[config.mk]
export PLATFORM = sky130hd
export DESIGN_NAME = noc_packet_receiver
export DESIGN_NICKNAME = d
export VERILOG_FILES = /design/src/rtl/noc_packet_receiver.sv
export SDC_FILE = /design/constraint.sdc
export NUM_CORES = 1
export LEC_CHECK = 0
export ABC_AREA = 1
export BUFFER_PORTS_ARGS = -buffer_cell sky130_fd_sc_hd__buf_2
export CAP_MARGIN = 5
export CORE_MARGIN = 2
export CORE_UTILIZATION = 39
export CTS_BUF_LIST = sky130_fd_sc_hd__clkbuf_4
export DETAILED_ROUTE_END_ITERATION = 10
export SETUP_SLACK_MARGIN = 0.4
export SYNTH_ARGS = -nofsm -noshare
export SYNTH_HDL_FRONTEND = slang
export SYNTH_SLANG_ARGS = --single-unit
[constraint.sdc]
create_clock -name noc_clk -period 2.6 [get_ports noc_clk]
set_input_delay 0.78 -clock noc_clk [delete_from_list [all_inputs] [get_ports noc_clk]]
set_output_delay 0.78 -clock noc_clk [all_outputs]
set_load 0.02 [all_outputs]
[src/rtl/noc_packet_receiver.sv]
// Local-port NoC receive stage: framing/destination checks, FWFT payload FIFO and a
// registered per-packet descriptor. Statistics counters are built only with NOC_RX_STATS_EN.
`ifndef Noc_Data_Width
`define Noc_Data_Width 32
`endif
`ifndef Noc_ID_X_Width
`define Noc_ID_X_Width 4
`endif
`ifndef Noc_ID_Y_Width
`define Noc_ID_Y_Width 4
`endif
`ifndef Noc_Point_H
`define Noc_Point_H 28
`endif
`ifndef Noc_Source_Point
`define Noc_Source_Point 20
`endif
`ifndef Axi_Len_Point
`define Axi_Len_Point 8
`endif
`ifndef Noc_Point_E
`define Noc_Point_E 4
`endif
`ifndef Noc_Head_H
`define Noc_Head_H 4'hA
`endif
`ifndef Noc_Head_E
`define Noc_Head_E 4'h5
`endif
`ifndef Noc_Tail_H
`define Noc_Tail_H 4'hC
`endif
`ifndef Noc_Tail_E
`define Noc_Tail_E 4'h3
`endif

module noc_packet_receiver #(
   parameter logic [`Noc_ID_X_Width-1:0] X_ID           = '0,
   parameter logic [`Noc_ID_Y_Width-1:0] Y_ID           = '0,
   parameter int                         FIFO_DEPTH     = 4,
   parameter int                         MAX_DATA_FLITS = 16,
   localparam int                        LW             = $clog2(MAX_DATA_FLITS + 1)
) (
   input  logic                       noc_clk,
   input  logic                       noc_rst,
   input  logic                       receive_valid,
   output logic                       receive_ready,
   input  logic [`Noc_Data_Width-1:0] receive_flit,
   input  logic                       receive_is_header,
   input  logic                       receive_is_tail,
   output logic                       data_valid,
   input  logic                       data_ready,
   output logic [`Noc_Data_Width-1:0] data_flit,
   output logic                       desc_valid,
   input  logic                       desc_ready,
   output logic [`Noc_ID_X_Width-1:0] desc_src_x,
   output logic [`Noc_ID_Y_Width-1:0] desc_src_y,
   output logic [LW-1:0]              desc_len,
   output logic [3:0]                 desc_err,
   output logic [15:0]                rx_pkt_cnt,
   output logic [15:0]                rx_err_cnt
);

   localparam int DW  = `Noc_Data_Width;
   localparam int XW  = `Noc_ID_X_Width;
   localparam int YW  = `Noc_ID_Y_Width;
   localparam int IDW = XW + YW;
   localparam int PW  = $clog2(FIFO_DEPTH);
   localparam int CW  = PW + 1;
   localparam logic [IDW-1:0] LOCAL_ID = {X_ID, Y_ID};

   typedef enum logic [1:0] {IDLE, BODY, DROP} state_t;

   state_t            state_q, state_d;
   logic [IDW-1:0]    src_q, src_d;
   logic [3:0]        perr_q, perr_d;
   logic [LW-1:0]     cnt_q, cnt_d;
   logic              desc_valid_q, desc_valid_d;
   logic [IDW-1:0]    dsrc_q, dsrc_d;
   logic [LW-1:0]     dlen_q, dlen_d;
   logic [3:0]        derr_q, derr_d;

   logic [DW-1:0]     mem_q [FIFO_DEPTH];
   logic [PW-1:0]     wr_q, rd_q;
   logic [CW-1:0]     fcnt_q;
   logic              push, pop, accept;

   logic [DW-`Noc_Point_H-1:0]               f_h;
   logic [`Axi_Len_Point-`Noc_Point_E-1:0]   f_e;
   logic [IDW-1:0]    f_src, f_dst;
   logic [1:0]        hdr_err;
   logic              tail_bad;

   assign f_h      = receive_flit[DW-1:`Noc_Point_H];
   assign f_e      = receive_flit[`Axi_Len_Point-1:`Noc_Point_E];
   assign f_src    = receive_flit[`Noc_Point_H-1:`Noc_Source_Point];
   assign f_dst    = receive_flit[`Noc_Source_Point-1 -: IDW];
   assign hdr_err  = {f_dst != LOCAL_ID, (f_h != `Noc_Head_H) || (f_e != `Noc_Head_E)};
   assign tail_bad = (f_h != `Noc_Tail_H) || (f_e != `Noc_Tail_E) || (f_src != src_q);

   assign receive_ready = !noc_rst && (fcnt_q < CW'(FIFO_DEPTH)) && !desc_valid_q;
   assign accept        = receive_valid && receive_ready;
   assign data_valid    = (fcnt_q != '0);
   assign data_flit     = data_valid ? mem_q[rd_q] : '0;
   assign pop           = data_ready && data_valid;

   assign desc_valid = desc_valid_q;
   assign desc_src_x = dsrc_q[IDW-1:YW];
   assign desc_src_y = dsrc_q[YW-1:0];
   assign desc_len   = dlen_q;
   assign desc_err   = derr_q;

   always_comb begin
      state_d      = state_q;
      src_d        = src_q;
      perr_d       = perr_q;
      cnt_d        = cnt_q;
      desc_valid_d = desc_valid_q;
      dsrc_d       = dsrc_q;
      dlen_d       = dlen_q;
      derr_d       = derr_q;
      push         = 1'b0;
      if (desc_valid_q && desc_ready) desc_valid_d = 1'b0;
      if (accept) begin
         if (state_q != IDLE && (receive_is_header || receive_is_tail)) begin
            desc_valid_d = 1'b1;
            dsrc_d       = src_q;
            dlen_d       = cnt_q;
            derr_d       = perr_q | (((receive_is_header || tail_bad)) ? 4'b1000 : 4'b0000);
            state_d      = IDLE;
         end
         // A header+tail arriving mid-packet has no descriptor slot left; it is dropped as stray.
         if (receive_is_header && !(state_q != IDLE && receive_is_tail)) begin
            src_d  = f_src;
            perr_d = {2'b00, hdr_err};
            cnt_d  = '0;
            if (receive_is_tail) begin
               desc_valid_d = 1'b1;
               dsrc_d       = f_src;
               dlen_d       = '0;
               derr_d       = {2'b00, hdr_err};
               state_d      = IDLE;
            end else begin
               state_d = (hdr_err != 2'b00) ? DROP : BODY;
            end
         end else if (!receive_is_header && !receive_is_tail && state_q == BODY) begin
            if (cnt_q < LW'(MAX_DATA_FLITS)) begin
               push  = 1'b1;
               cnt_d = cnt_q + LW'(1);
            end else begin
               perr_d  = perr_q | 4'b0100;
               state_d = DROP;
            end
         end
      end
   end

   always_ff @(posedge noc_clk or posedge noc_rst) begin
      if (noc_rst) begin
         state_q      <= IDLE;
         src_q        <= '0;
         perr_q       <= '0;
         cnt_q        <= '0;
         desc_valid_q <= 1'b0;
         dsrc_q       <= '0;
         dlen_q       <= '0;
         derr_q       <= '0;
         wr_q         <= '0;
         rd_q         <= '0;
         fcnt_q       <= '0;
      end else begin
         state_q      <= state_d;
         src_q        <= src_d;
         perr_q       <= perr_d;
         cnt_q        <= cnt_d;
         desc_valid_q <= desc_valid_d;
         dsrc_q       <= dsrc_d;
         dlen_q       <= dlen_d;
         derr_q       <= derr_d;
         if (push) wr_q <= wr_q + PW'(1);
         if (pop)  rd_q <= rd_q + PW'(1);
         case ({push, pop})
            2'b10:   fcnt_q <= fcnt_q + CW'(1);
            2'b01:   fcnt_q <= fcnt_q - CW'(1);
            default: fcnt_q <= fcnt_q;
         endcase
      end
   end

   // Storage is not reset; data_flit is gated by data_valid instead.
   always_ff @(posedge noc_clk) begin
      if (push) mem_q[wr_q] <= receive_flit;
   end

`ifdef NOC_RX_STATS_EN
   logic [15:0] pkt_cnt_q, err_cnt_q;
   logic        pkt_load, stray;
   logic [1:0]  err_inc;

   function automatic logic [15:0] sat_add(input logic [15:0] a, input logic [1:0] b);
      logic [16:0] s;
      s = {1'b0, a} + {15'b0, b};
      return s[16] ? 16'hFFFF : s[15:0];
   endfunction

   assign pkt_load = desc_valid_d && !desc_valid_q;
   assign stray    = accept && ((state_q == IDLE && !receive_is_header) ||
                                (state_q != IDLE && receive_is_header && receive_is_tail));
   assign err_inc  = {1'b0, stray} + {1'b0, pkt_load && (derr_d != 4'b0000)};

   always_ff @(posedge noc_clk or posedge noc_rst) begin
      if (noc_rst) begin
         pkt_cnt_q <= '0;
         err_cnt_q <= '0;
      end else begin
         pkt_cnt_q <= sat_add(pkt_cnt_q, {1'b0, pkt_load});
         err_cnt_q <= sat_add(err_cnt_q, err_inc);
      end
   end

   assign rx_pkt_cnt = pkt_cnt_q;
   assign rx_err_cnt = err_cnt_q;
`else
   assign rx_pkt_cnt = '0;
   assign rx_err_cnt = '0;
`endif

endmodule

==> reports/results.ini, run 1 <==
[timing]
period_needed_ns = 2.67
final-hold-violation-count = 0
worst-slew-pin-transition_ns = 0.558
rsz0062_at_grt = yes
maxSlewHeadroom_pct = 62.8
slew_violations = 0
finalSetupViolCount = 18
clock_skew_ns = 0.0167
hold_ws_ns = 0.379
max_freq_ghz = 0.375
worst_slack_ns = -0.0676
fin_crit_sh_pct = 103

[global_routing]
grt_usage_pct = 16.6
first_global_vias = 4703
overflow = 0
grt_pass1_wl_um = 25400
grt_max_degree = 44
antenna_found_initial = 0

[floorplanning]
fp.dieH_um = 143
initial_utilization_pct = 40.0
pin_count = 123
rows = 50
die_x_um = 143
die_area_um2 = 20500
core_area_um2 = 18800

[routing]
drc = 0
routedWlPerCell_um = 15.6
wl_um = 16800
vias = 5054
vias_per_cell = 4.68
postRouteAntennaNets = 0
firstDrtPassIters = 4
drt_iter0_drc = 337

[yosys]
yosys_register_bits = 171
synthDominantCellAreaShare_pct = 51.0
mappedNetlistArea_um2 = 7540
syn_inst = 699
ys_async_sr_fraction_pct = 25.1
synth_cell_types = 36
synth_common_cells = 186 x nor2_1, 128 x edfxtp_1, 83 x o21ai_0
synthFlopType = edfxtp_1
yosys.cell_count.top_type = nor2_1
yosysSeqAreaShare_pct = 65.3
synth_edf_count = 128
syn_avg_cell_area_um2 = 10.8
yosys_warnings = 0
synth_largest_area_cell = edfxtp_1
synth_area_leaders = edfxtp_1 51%, dfrtp_1 14%, nor2_1 9.3%

[worst_setup_path]
startpoint = rd_q[0]
critPathCaptureType = output port
cp_data_required_time_ns = 1.82
worstPathArrival_ns = 1.89
cp-start-kind = flip-flop
crit_fanout = 13
r2r-start = fcnt_q[2]
path_class = reg -> out

[pwr]
power_density_nw_per_um2 = 1050
p_total_mw = 9.36
switching_power_mw = 3.82
p_sw_share_pct = 40.8
clkPwrFrac_pct = 16.2
p_leak_nw = 3.56
irDropWorstVdd_mv = 0.435
internal_power_mw = 5.54
seqPwrFrac_pct = 37.4
comb_power_share_pct = 46.4

[run_status]
status = finished, violations left
violations = negative setup slack

[clocking]
ctsRootBufferMaster = clkbuf_4
cts_buffers = 17
cts_sinks = 171
cts.path.max_buffers = 2
htreeDepth = 4
cts_tree = built
path_clk_slew_ns = 0.14
clk_latency_ns = 0.56

[layout]
nets = 854
drive_above_1_share_pct = 23.6
finalNonFillerCells = 1081
fin_area_um2 = 8910
antenna_cells = 0
synthToLayoutAreaGrowth_pct = 18.2

[placement]
hpwlAfterDp_um = 10500
dp.cells = 1040
post_dp_cell_area_um2 = 8330
dp_slack_ns = 0.166
gp_congestion = 0.735
port_buffers = 90

[flow_run]
drv_cap = 0

[worst_hold_path]
hp-class = in -> reg
min_from = desc_ready

power by group through the flow:
| stage | Combinational [mW] | Sequential [mW] | Clock, mW |
|---|---|---|---|
| final | 4.34 | 3.50 | 1.51 |
| after detailed placement | 3.73 | 3.55 | 0 |
| after CTS | 4.17 | 3.50 | 1.56 |
| after floorplan | 2.41 | 3.67 | 0 |
| after global placement | 3.69 | 3.55 | 0 |
| after global routing | 4.76 | 3.55 | 1.68 |
through the flow:
step | TNS [ns] | utilization, %
floorplan | 0 | -
global placement | 0 | 44.2
detailed placement | 0 | 44.2
CTS | -2.84 | 46.7
global route | -4.98 | 47.3
finish | -0.793 | 47.3
state kept, by name, summed over array words and instances, names as in the netlist, 3 cells and up:
register  cells
cnt_q         5
perr_q        3
dsrc_q        8
src_q         8
desc_len      5
fcnt_q        3
mem_q       128
desc_err      4
repair_timing:
action | in CTS | in global routing
pin swaps | 2 | 6
setup endpoints to repair | 34 | 34
setup buffers | 3 | 2
hold buffers | 0 | 0
gates cloned | 2 | 2
gates resized for setup | 47 | 40
cells by family after synthesis:
logic type	after synthesis	synth area share, %
xor+xnor	9	1.05
buf+inv	103	7.34
simple gates	279	15.9
flops	171	65.3
other cells	1	0.0497
compound gates	129	9.13
fa+ha+maj	7	1.26
critical path, stage by stage (launching register included):
cell and delay [ns]:
dfrtp_2 0.47, buf_6 0.17, clkbuf_16 0.18, nor2_1 0.05
nor2_1 0.07, o21ai_0 0.08, a21oi_1 0.16, buf_4 0.16
final timing paths:
path | end | slack [ns] | depth (start not counted)
min in group asynchronous | dsrc_q[5] | 0.42 | 3
hold / removal | desc_valid | 0.38 | 2
hold reg to reg | perr_q[1] | 0.51 | 2
setup reg to reg | fcnt_q[2] | 0.53 | 12
setup / recovery | data_flit[10] | -0.07 | 7
max in group asynchronous | rd_q[0] | 1.75 | 3
layout make-up:
class	count	area (um2)
Tap cell	260	325
Clock buffer	18	135
Clock inverter	14	144
Inverter	43	190
Timing Repair Buffer	119	935
Multi-Input combinational cell	456	2260
Sequential cell	171	4920
Fill cell	1744	9920
per-layer routing:
| metal | up-vias | track usage (%) | wire [um] |
|---|---|---|---|
| met4 | 0 | 4.53 | 106 |
| met5 | - | 0 | 0 |
| li1 | 2501 | - | - |
| met3 | 6 | 3.39 | 985 |
| met2 | 154 | 26.7 | 8080 |
| met1 | 2393 | 22.9 | 7640 |
placed cells by master (no fill, tap or decap), types with 6 or more instances in the layout:
| cell | instances |
|---|---|
| o21ai_2 | 6 |
| conb_1 | 32 |
| inv_1 | 37 |
| clkbuf_4 | 18 |
| edfxtp_1 | 128 |
| o21ai_1 | 34 |
| a21oi_1 | 28 |
| buf_12 | 7 |
| nand2_1 | 58 |
| nor2_4 | 10 |
| buf_2 | 62 |
| dfrtp_1 | 42 |
| a21oi_2 | 6 |
| buf_6 | 9 |
| nand3_1 | 12 |
| nor2_1 | 178 |
| o21ai_0 | 51 |
| ha_1 | 6 |
| buf_4 | 37 |
No activity file was read; power rests on OpenSTA's default activity.
==> run 2: changes to the inputs <==
--- a/config.mk
+++ b/config.mk
@@ -6,7 +6,7 @@
 export NUM_CORES = 1
 export LEC_CHECK = 0
 export ABC_AREA = 1
-export BUFFER_PORTS_ARGS = -buffer_cell sky130_fd_sc_hd__buf_2
+export BUFFER_PORTS_ARGS = -buffer_cell sky130_fd_sc_hd__clkbuf_2
 export CAP_MARGIN = 5
 export CORE_MARGIN = 2
 export CORE_UTILIZATION = 39
==> run 2 against run 1 <==
Compared with the run above:
- the flow still finishes with violations (negative setup slack)
- critical path type unchanged
- critical path depth down 1
- clock power is 9% higher
- largest power group unchanged
- non-clock buffer count increased by 8
- final cell count up 0.83%
- maximum frequency fell by 1.3%
- total power grew 3.5%
- critical endpoint is now data_flit[28]
- design area up 1.9%
- clock skew grew 0.010 ns
- global-route usage shrank 0.13 points
- core utilization grew 0.91 points
- combinational power increased by 4.8%
- via count fell by 0.51%
==> reports/results.ini, run 2 (synthesis gave the netlist of run 1 again) <==
[routing]
vias_per_cell = 4.61  ; -1.3%
postRouteAntennaNets = 0  ; unchanged
wl_um = 16500  ; -1.8%
drt_iter0_drc = 360  ; +6.8%
drc = 0  ; unchanged
vias = 5028  ; -0.51%
firstDrtPassIters = 7  ; +3
routedWlPerCell_um = 15.1  ; -2.7%

[floorplanning]
pin_count = 123  ; unchanged
rows = 50  ; unchanged
core_area_um2 = 18800  ; unchanged
die_x_um = 143  ; unchanged
fp.dieH_um = 143  ; unchanged
die_area_um2 = 20500  ; unchanged
initial_utilization_pct = 40.0  ; unchanged

[layout]
nets = 862  ; +0.94%
nFillCells = 1770  ; +1.5%
top_regs = mem_q: 128 flops, dsrc_q: 8 flops, src_q: 8 flops
final_common_cell = nor2_1
drive_above_1_share_pct = 24.6  ; +0.98 points
largest_reg_flops = 128  ; unchanged
regMostFlops = mem_q
finalNonFillerCells = 1090  ; +0.83%
fin_area_um2 = 9080  ; +1.9%
synthToLayoutAreaGrowth_pct = 20.5
final_cell_mix = 171 x nor2_1, 128 x edfxtp_1, 58 x nand2_1

[placement]
hpwlAfterDp_um = 10500  ; -0.23%
post_dp_cell_area_um2 = 8330  ; about the same
dp.cells = 1042  ; +0.19%
port_buffers = 90  ; unchanged
gp_congestion = 0.759  ; +3.3%
dp_slack_ns = 0.256  ; +0.0902 ns

[global_routing]
first_global_vias = 4885  ; +3.9%
overflow = 0  ; unchanged
grt_pass1_wl_um = 25500  ; +0.41%
antenna_found_initial = 1  ; +1
grt_max_degree = 44  ; unchanged
grt_usage_pct = 16.5  ; -0.13 points

[clocking]
cts_buffers = 17  ; unchanged
ctsRootBufferMaster = clkbuf_4
htreeDepth = 4  ; unchanged
clk_latency_ns = 0.56  ; about the same
cts_sinks = 171  ; unchanged
path_clk_slew_ns = 0.14  ; about the same
cts_hold_buf = 0  ; unchanged
cts_tree = built
cts.path.max_buffers = 2  ; unchanged

[pwr]
irDropWorstVdd_mv = 0.447  ; +2.7%
p_leak_nw = 3.65  ; +2.6%
power_density_nw_per_um2 = 1070  ; +1.5%
seqPwrFrac_pct = 36.0  ; -1.4 points
switching_power_mw = 3.87  ; +1.3%
p_sw_share_pct = 40.0  ; -0.88 points
internal_power_mw = 5.81  ; +5.0%
comb_power_share_pct = 46.9  ; +0.5 points
clkPwrFrac_pct = 17.1  ; +0.9 points

[flow_run]
drv_cap = 0  ; unchanged

[worst_setup_path]
r2r-start = fcnt_q[2]
cp-start-kind = flip-flop
crit_fanout = 25  ; +12
cp_slowest_stage_delay_ns = 0.44  ; -0.03 ns
rr_endpoint = fcnt_q[2]
startpoint = rd_q[0]
r2r_slack_ns = 0.63  ; +0.10 ns
crit_top_cell = buf_12
path_class = reg -> out
critPathCaptureType = output port
worstPathArrival_ns = 1.92  ; +0.03 ns
slowest_stage = dfrtp_2
cp_data_required_time_ns = 1.82  ; about the same
cp_cell_sequence = buf_12 -> clkinv_4 -> buf_12 -> o21ai_0 -> a21oi_1 -> buf_4
rr_worst_depth = 12  ; unchanged

[timing]
slew_violations = 0  ; unchanged
period_needed_ns = 2.70  ; +0.0343 ns
final-hold-violation-count = 0  ; unchanged
hold_ws_ns = 0.387  ; +0.00780 ns
clock_skew_ns = 0.0269  ; +0.0102 ns
maxSlewHeadroom_pct = 62.6  ; -0.15 points
worst-slew-pin-transition_ns = 0.560  ; +0.00225 ns
finalSetupViolCount = 23  ; +5
rsz0062_at_grt = yes
fin_crit_sh_pct = 104  ; +1.3 points
worst_slack_ns = -0.102  ; -0.0343 ns
max_freq_ghz = 0.370  ; -1.3%

[run_status]
violations = negative setup slack
status = finished, violations left

[worst_hold_path]
hp-class = in -> reg
min_from = desc_ready
hold_depth = 2  ; unchanged
holdPathEnd = desc_valid

run 2: metal layers:
layer / GRT usage [%] / share of wire, %
met5: 0 / 0
met3: 4.59 / 5.1
met1: 21.6 / 45
met2: 27.1 / 49
met4: 3.96 / 0.93
run 2: area by class of cell:
class	instances	area [um2]	share of cell area [%]
inverter	43	193	2.12
tap	260	325	3.58
sequential	171	4920	54.2
clock inverter	15	186	2.05
timing repair buffer	127	1060	11.7
antenna	1	2.50	0.0276
multi-input combinational	456	2260	24.9
clock buffer	17	128	1.41
run 2: worst max-delay path: cells and delay by family (launching register included):
family	cells	cell delay (ns)
flops	1	0.44
compound gates	2	0.33
buf+inv	4	0.60
run 2: timing repair:
item,4_1_cts,5_1_grt
endpoints found under the hold margin,0,0
setup buffers,5,4
gates cloned,1,5
pin swaps,4,14
endpoints found under the setup margin,34,34
gates resized for setup,24,112
run 2: power by group through the flow:
stage | Clock [mW] | Combinational (mW) | Sequential [mW]
floorplan | 0 | 2.41 | 3.67
global placement | 0 | 3.67 | 3.55
detailed placement | 0 | 3.70 | 3.56
CTS | 1.70 | 3.97 | 3.50
global route | 1.82 | 4.99 | 3.54
finish | 1.65 | 4.55 | 3.49
run 2: how the worst max path moves through the flow:
stage | end | slack (ns) | cells after the start
after floorplan | mem_q[0][0] | 0.28 | 6
after global placement | fcnt_q[2] | 0.28 | 11
after detailed placement | fcnt_q[2] | 0.26 | 11
after CTS | data_flit[16] | -0.13 | 5
after global routing | data_flit[25] | -0.23 | 8
final | data_flit[28] | -0.10 | 6
run 2: metrics by stage:
| step | utilization [%] | power (mW) | setup TNS [ns] |
|---|---|---|---|
| after global placement | 44.3 | 7.22 | 0 |
| after global routing | 48.2 | 10.4 | -5.52 |
| after CTS | 46.7 | 9.17 | -2.95 |
| final | 48.2 | 9.69 | -1.36 |
| after detailed placement | 44.3 | 7.26 | 0 |
| after floorplan | - | 6.07 | 0 |
